===== src/rtl/cv32e40p_fetch_aligner.sv =====
// IF-stage aligner: turns word-aligned fetch words into one instruction per
// cycle, rebuilding 32-bit instructions split across words; owns the IF pc.
//
// Ports:
//   clk, rst_n        clock, async active-low reset
//   fetch_valid_i     fetch_rdata_i holds a valid word
//   fetch_rdata_i     word-aligned fetch word
//   aligner_ready_o   fetch word consumed if fetch_valid_i & if_valid_i
//   if_valid_i        IF hands the current instruction to ID
//   branch_i          redirect to branch_addr_i, flushes state
//   branch_addr_i     redirect target
//   hwlp_update_pc_i  next instruction is at hwlp_addr_i
//   hwlp_addr_i       hardware-loop start address
//   instr_aligned_o   instruction at pc_o
//   instr_valid_o     instr_aligned_o is usable
//   pc_o              address of instr_aligned_o
module cv32e40p_fetch_aligner #(
  parameter logic [31:0] RESET_PC = 32'h0000_0000
) (
  input  logic        clk,
  input  logic        rst_n,
  input  logic        fetch_valid_i,
  input  logic [31:0] fetch_rdata_i,
  output logic        aligner_ready_o,
  input  logic        if_valid_i,
  input  logic        branch_i,
  input  logic [31:0] branch_addr_i,
  input  logic        hwlp_update_pc_i,
  input  logic [31:0] hwlp_addr_i,
  output logic [31:0] instr_aligned_o,
  output logic        instr_valid_o,
  output logic [31:0] pc_o
);

  typedef enum logic [1:0] {
    ALIGNED,
    MIS32,
    MIS16,
    BRMIS
  } state_e;

  state_e      state_q, state_d;
  logic [31:0] pc_q, pc_d;
  logic [15:0] hold_q, hold_d;

  logic        valid;
  logic        ready;
  logic [31:0] instr;
  logic        take;
  logic        up32;

  // Upper halfword of the current word starts a 32-bit instruction.
  assign up32 = (fetch_rdata_i[17:16] == 2'b11);

  always_ff @(posedge clk or negedge rst_n) begin
    if (!rst_n) begin
      state_q <= ALIGNED;
      pc_q    <= RESET_PC;
      hold_q  <= 16'h0;
    end else begin
      state_q <= state_d;
      pc_q    <= pc_d;
      hold_q  <= hold_d;
    end
  end

  always_comb begin
    instr = fetch_rdata_i;
    valid = 1'b0;
    ready = 1'b1;
    unique case (state_q)
      ALIGNED: begin
        instr = fetch_rdata_i;
        valid = fetch_valid_i;
      end
      MIS32: begin
        instr = {fetch_rdata_i[15:0], hold_q};
        valid = fetch_valid_i;
      end
      MIS16: begin
        instr = {16'h0, hold_q};
        valid = 1'b1;
        ready = 1'b0;
      end
      BRMIS: begin
        instr = {16'h0, fetch_rdata_i[31:16]};
        valid = fetch_valid_i & ~up32;
      end
    endcase
  end

  assign take = if_valid_i & valid & ~branch_i;

  always_comb begin
    state_d = state_q;
    pc_d    = pc_q;
    hold_d  = hold_q;
    if (branch_i) begin
      pc_d    = branch_addr_i;
      hold_d  = 16'h0;
      state_d = branch_addr_i[1] ? BRMIS : ALIGNED;
    end else if (take && hwlp_update_pc_i) begin
      pc_d    = hwlp_addr_i;
      hold_d  = 16'h0;
      state_d = hwlp_addr_i[1] ? BRMIS : ALIGNED;
    end else if (take) begin
      unique case (state_q)
        ALIGNED: begin
          if (fetch_rdata_i[1:0] == 2'b11) begin
            pc_d = pc_q + 32'd4;
          end else begin
            pc_d    = pc_q + 32'd2;
            hold_d  = fetch_rdata_i[31:16];
            state_d = up32 ? MIS32 : MIS16;
          end
        end
        MIS32: begin
          pc_d    = pc_q + 32'd4;
          hold_d  = fetch_rdata_i[31:16];
          state_d = up32 ? MIS32 : MIS16;
        end
        MIS16: begin
          pc_d    = pc_q + 32'd2;
          state_d = ALIGNED;
        end
        BRMIS: begin
          pc_d    = pc_q + 32'd2;
          state_d = ALIGNED;
        end
      endcase
    end else if (state_q == BRMIS && fetch_valid_i && up32) begin
      // Target's upper half opens a 32-bit instruction: park it, pc stays.
      hold_d  = fetch_rdata_i[31:16];
      state_d = MIS32;
    end
  end

  assign instr_aligned_o = instr;
  assign instr_valid_o   = valid & ~branch_i;
  assign aligner_ready_o = ready & ~branch_i;
  assign pc_o            = pc_q;

endmodule

===== config.mk =====
export PLATFORM = sky130hd
export DESIGN_NAME = cv32e40p_fetch_aligner
export DESIGN_NICKNAME = d
export VERILOG_FILES = /design/src/rtl/cv32e40p_fetch_aligner.sv
export SDC_FILE = /design/constraint.sdc
export NUM_CORES = 1
export LEC_CHECK = 0
export BUFFER_PORTS_ARGS = -buffer_cell sky130_fd_sc_hd__buf_2
export CORE_MARGIN = 10
export CORE_UTILIZATION = 49
export CTS_CLUSTER_SIZE = 14
export DETAILED_ROUTE_END_ITERATION = 7
export PLACE_DENSITY = 0.81
export SETUP_SLACK_MARGIN = 0.15
export SLEW_MARGIN = 20
export SYNTH_ARGS = -nofsm -noshare
export SYNTH_HDL_FRONTEND = slang
export SYNTH_SLANG_ARGS = --single-unit

===== constraint.sdc =====
create_clock -name clk -period 2.02 [get_ports clk]
set_input_delay 0.202 -clock clk [delete_from_list [all_inputs] [get_ports clk]]
set_output_delay 0.202 -clock clk [all_outputs]
set_load 0.1 [all_outputs]

==> out/summary.txt <==
Logic pwr share: 0.656
Overall Global Routing Usage: 0.266
Post-Synth XOR/XNOR Area: 0.0281
Synth Area in Compound Gates: 0.299
Final #Nets: 804
Share of cells above drive strength 1: 0.565
Slew HR: 0.602
P&R area growth vs syn: 74.7%
Clk root buf: clkbuf_8
DR pass1 iterations: 7
Crit-path slowest cell: dfrtp_4
Fin Hold WS: 81.2 ps
TritonCTS clock tree: built
IO Port Bufs: 167
Total gr overflow: 0
Worst Setup Start Kind: flip-flop
Post-Synth Simple-Gate Area: 0.216
Crit end category: flip-flop
Ranking of synthesized cells by area: dfrtp_1 31%, mux2i_1 8.7%, a21oi_1 6.1%
Post-synthesis cell type count: 59
CP bufs+invs: 2
Initial antenna violation count: 0
Pwr/cell area: 864 mW/mm²
Violated checks: setup timing
# rows: 33
HP Class: in2reg
Clock power share: 0.120
Global-route wire length before repair: 27.7 mm
Die W: 111 µm
Post-synth EDFFs: 0
Period utilization: 1.13
Vias in the first global route: 5,312
Initial Util: 0.497
Max Slew Vio Count: 0
Busiest grt layer: met2
Grt met1 use: 0.307
Initial DRC count: 728
Ant diodes: 0
Hpwl dp: 11.9 mm
Status: finished with violations
Worst-Skew Late Latency: 340 ps
Routed Wire Length: 21.8 mm
Yosys top cell by area: dfrtp_1
Mapped cell area: 0.00405 mm²
Routed Antenna Nets: 0
Crit Path Max Fanout: 6
Flops & latches, synth: 50
Unrepaired setup endpoints after global routing: yes
CP required: 2220 ps
Total I/O pin count: 168
Largest net degree at the start of global routing: 42
Lkg Pwr: 2.98 nW
WL/cell: 27.1 µm
Final hold violations: 0
Register area: 0.00134 mm²
Mux cell area share after synthesis: 0.0866
Post-synth ARST share: 1.00
Power share of the sequential group: 0.224
Vias/cell: 6.91
Sequential-to-total area share from yosys stat: 0.309
CTS buffer count: 5
CTS Buffer Depth: 2
Core ar.: 0.00813 mm²
Arr. time, crit path: 2480 ps
GR Util met3: 0.0747
Fmax: 437 MHz
Setup Viol. Count Final: 14
CTS H-tree lvls: 2
Max-Cap Viols: 0
Crit path max-delay family: compound AO/OA/AOI/OAI gates
Clock transition at path regs: 100 ps
DRC: 0
Psw: 3.34 mW
Routability congestion estimate: 0.932
Most used cell, CP: o21ai_0
Multi-input gate area: 0.00340 mm²
Peak supply drop: 558 µV
DIE AREA: 0.0123 mm²
Die Ht: 111 µm
Total power: 6.11 mW
Fin Clk Skew: 33.3 ps
Post-synth top area share: 0.309
Place WS: -25.2 ps
Internal: 2.76 mW
Cells after synthesis: 499
Sw frac: 0.547
Combinational family with the most area after synthesis: compound AO/OA/AOI/OAI gates
Syn Nets: 603
Syn_area_per_cell: 8.11 µm²
Warnings from Yosys: 0
Crit path kind: reg2reg
Cell Chain, Critical Path: nor2b_1, buf_4, o31ai_4, buf_12, o31a_1, o21ai_0, nand2_1, o21ai_0
Slowest cell delay on critical path: 540 ps
# fillers: 362
GR Layer Usage met2: 0.446
Post-route setup slack: -268 ps
CTS sink cnt: 50
Worst slew pin tran: 597 ps
Predominant post-synthesis flop cell: dfrtp_1
Tmin final: 2290 ps
Post-synthesis adder-cell area fraction: 0.00618
Routed via count: 5,573
-- routing by layer --
metal  share of wire  vias to the layer above
li1                -                     2240
met5               0                        -
met1            0.34                     2587
met4           0.084                        0
met3            0.11                      189
met2            0.46                      557
-- worst paths after layout --
check                            startpoint   endpoint  slack [ps]  depth (start not counted)
min reg2reg                       hold_q[4]  hold_q[4]         590                          1
min in group asynchronous             rst_n    pc_o[9]         390                          2
min                        branch_addr_i[3]    pc_o[3]          80                          3
max in group asynchronous             rst_n   pc_o[14]        1000                          3
max reg2reg                      state_q[1]   pc_o[14]        -270                          8
max                              state_q[1]   pc_o[14]        -270                          8
-- logic make-up (layout without fill, tap and decap cells) --
group	after synthesis	count (layout)
muxes	35	35
and+or+nand+nor	167	167
buffers and inverters	48	250
AOI/OAI and AO/OA	184	184
xor gates and xnor gates	13	13
adders and majority gates	2	2
DFF	50	50
-- synth_stat cells (11+ instances only) --
library cell,count
dfrtp_1,50
a21oi_1,49
nand2_1,47
o21ai_0,38
mux2i_1,35
nor2_1,32
nand3_1,23
a22o_1,18
nor2b_1,18
a211oi_1,16
clkbuf_1,16
buf_2,14
and3_1,12
o21ai_1,11
-- worst reg2reg max path: stages, from the launching register on --
cell and delay, ps:
dfrtp_4 540, nor2b_1 270, buf_4 200, o31ai_4 100, buf_12 170, o31a_1 320, o21ai_0 280, nand2_1 140
o21ai_0 150
-- metrics by stage --
stage / area (µm²) / TNS (ps) / std cells / utilization
3_3_place_gp: 5990 / 0 / 765 / 0.736
6_report: 7070 / -1150 / 806 / 0.869
3_5_place_dp: 5990 / -106 / 765 / 0.736
2_1_floorplan: 4480 / 0 / 499 / -
4_1_cts: 6560 / 0 / 797 / 0.807
5_1_grt: 7070 / -1780 / 806 / 0.869
-- power by group through the flow --
stage,Sequential [mW],Combinational (mW),Clock (mW)
floorplan,1.95,1.81,0
global placement,1.34,3.36,0
detailed placement,1.35,3.42,0
CTS,1.33,3.64,0.687
global route,1.38,4.10,0.749
finish,1.37,4.01,0.735
-- final cells by class --
| class | count | share of cell area |
|---|---|---|
| Sequential cell | 50 | 0.189 |
| Clock inverter | 1 | 0.00124 |
| Timing Repair Buffer | 233 | 0.292 |
| Multi-Input combinational cell | 401 | 0.481 |
| Tap cell | 105 | 0.0186 |
| Inverter | 9 | 0.00478 |
| Clock buffer | 7 | 0.0136 |
-- what timing repair did --
item	4_1_cts	5_1_grt
gates resized for setup	50	88
setup endpoints to repair	70	80
cloned	2	3
hold buffers	1	0
setup buffers	21	6
pin swaps	12	22
hold endpoints to repair	22	0
-- registers in the layout, indices dropped and copies added, names as in the netlist --
| name | flops |
|---|---|
| pc_o | 32 |
| hold_q | 16 |
| state_q | 2 |
-- cell usage in the layout, fill, tap and decap left out, types with 4 or more instances in the layout --
cell | Yosys | routed
nor3_1 | 7 | 4
nor2b_4 | 1 | 4
buf_4 | 4 | 40
o21ai_1 | 11 | 17
mux2i_2 | 0 | 12
clkbuf_8 | 0 | 7
a211oi_4 | 0 | 5
nand3_2 | 1 | 4
o31a_1 | 4 | 4
mux2i_1 | 35 | 14
o21ai_0 | 38 | 29
nor2_1 | 32 | 15
nor2b_1 | 18 | 7
buf_2 | 14 | 134
xor2_1 | 7 | 7
nor2_4 | 0 | 18
xnor2_1 | 6 | 6
a211oi_2 | 0 | 11
nand3_1 | 23 | 20
a21oi_1 | 49 | 30
a21oi_4 | 0 | 18
dfrtp_2 | 0 | 12
buf_6 | 1 | 10
dfrtp_1 | 50 | 19
nand2_1 | 47 | 47
a21oi_2 | 3 | 4
nor2b_2 | 0 | 8
inv_1 | 9 | 8
a22o_1 | 18 | 18
and3_1 | 12 | 11
mux2i_4 | 0 | 9
o21a_1 | 6 | 4
dfrtp_4 | 0 | 19
buf_12 | 0 | 40
nand4_1 | 7 | 7
Note: power is estimated with default switching activity, not from simulation.
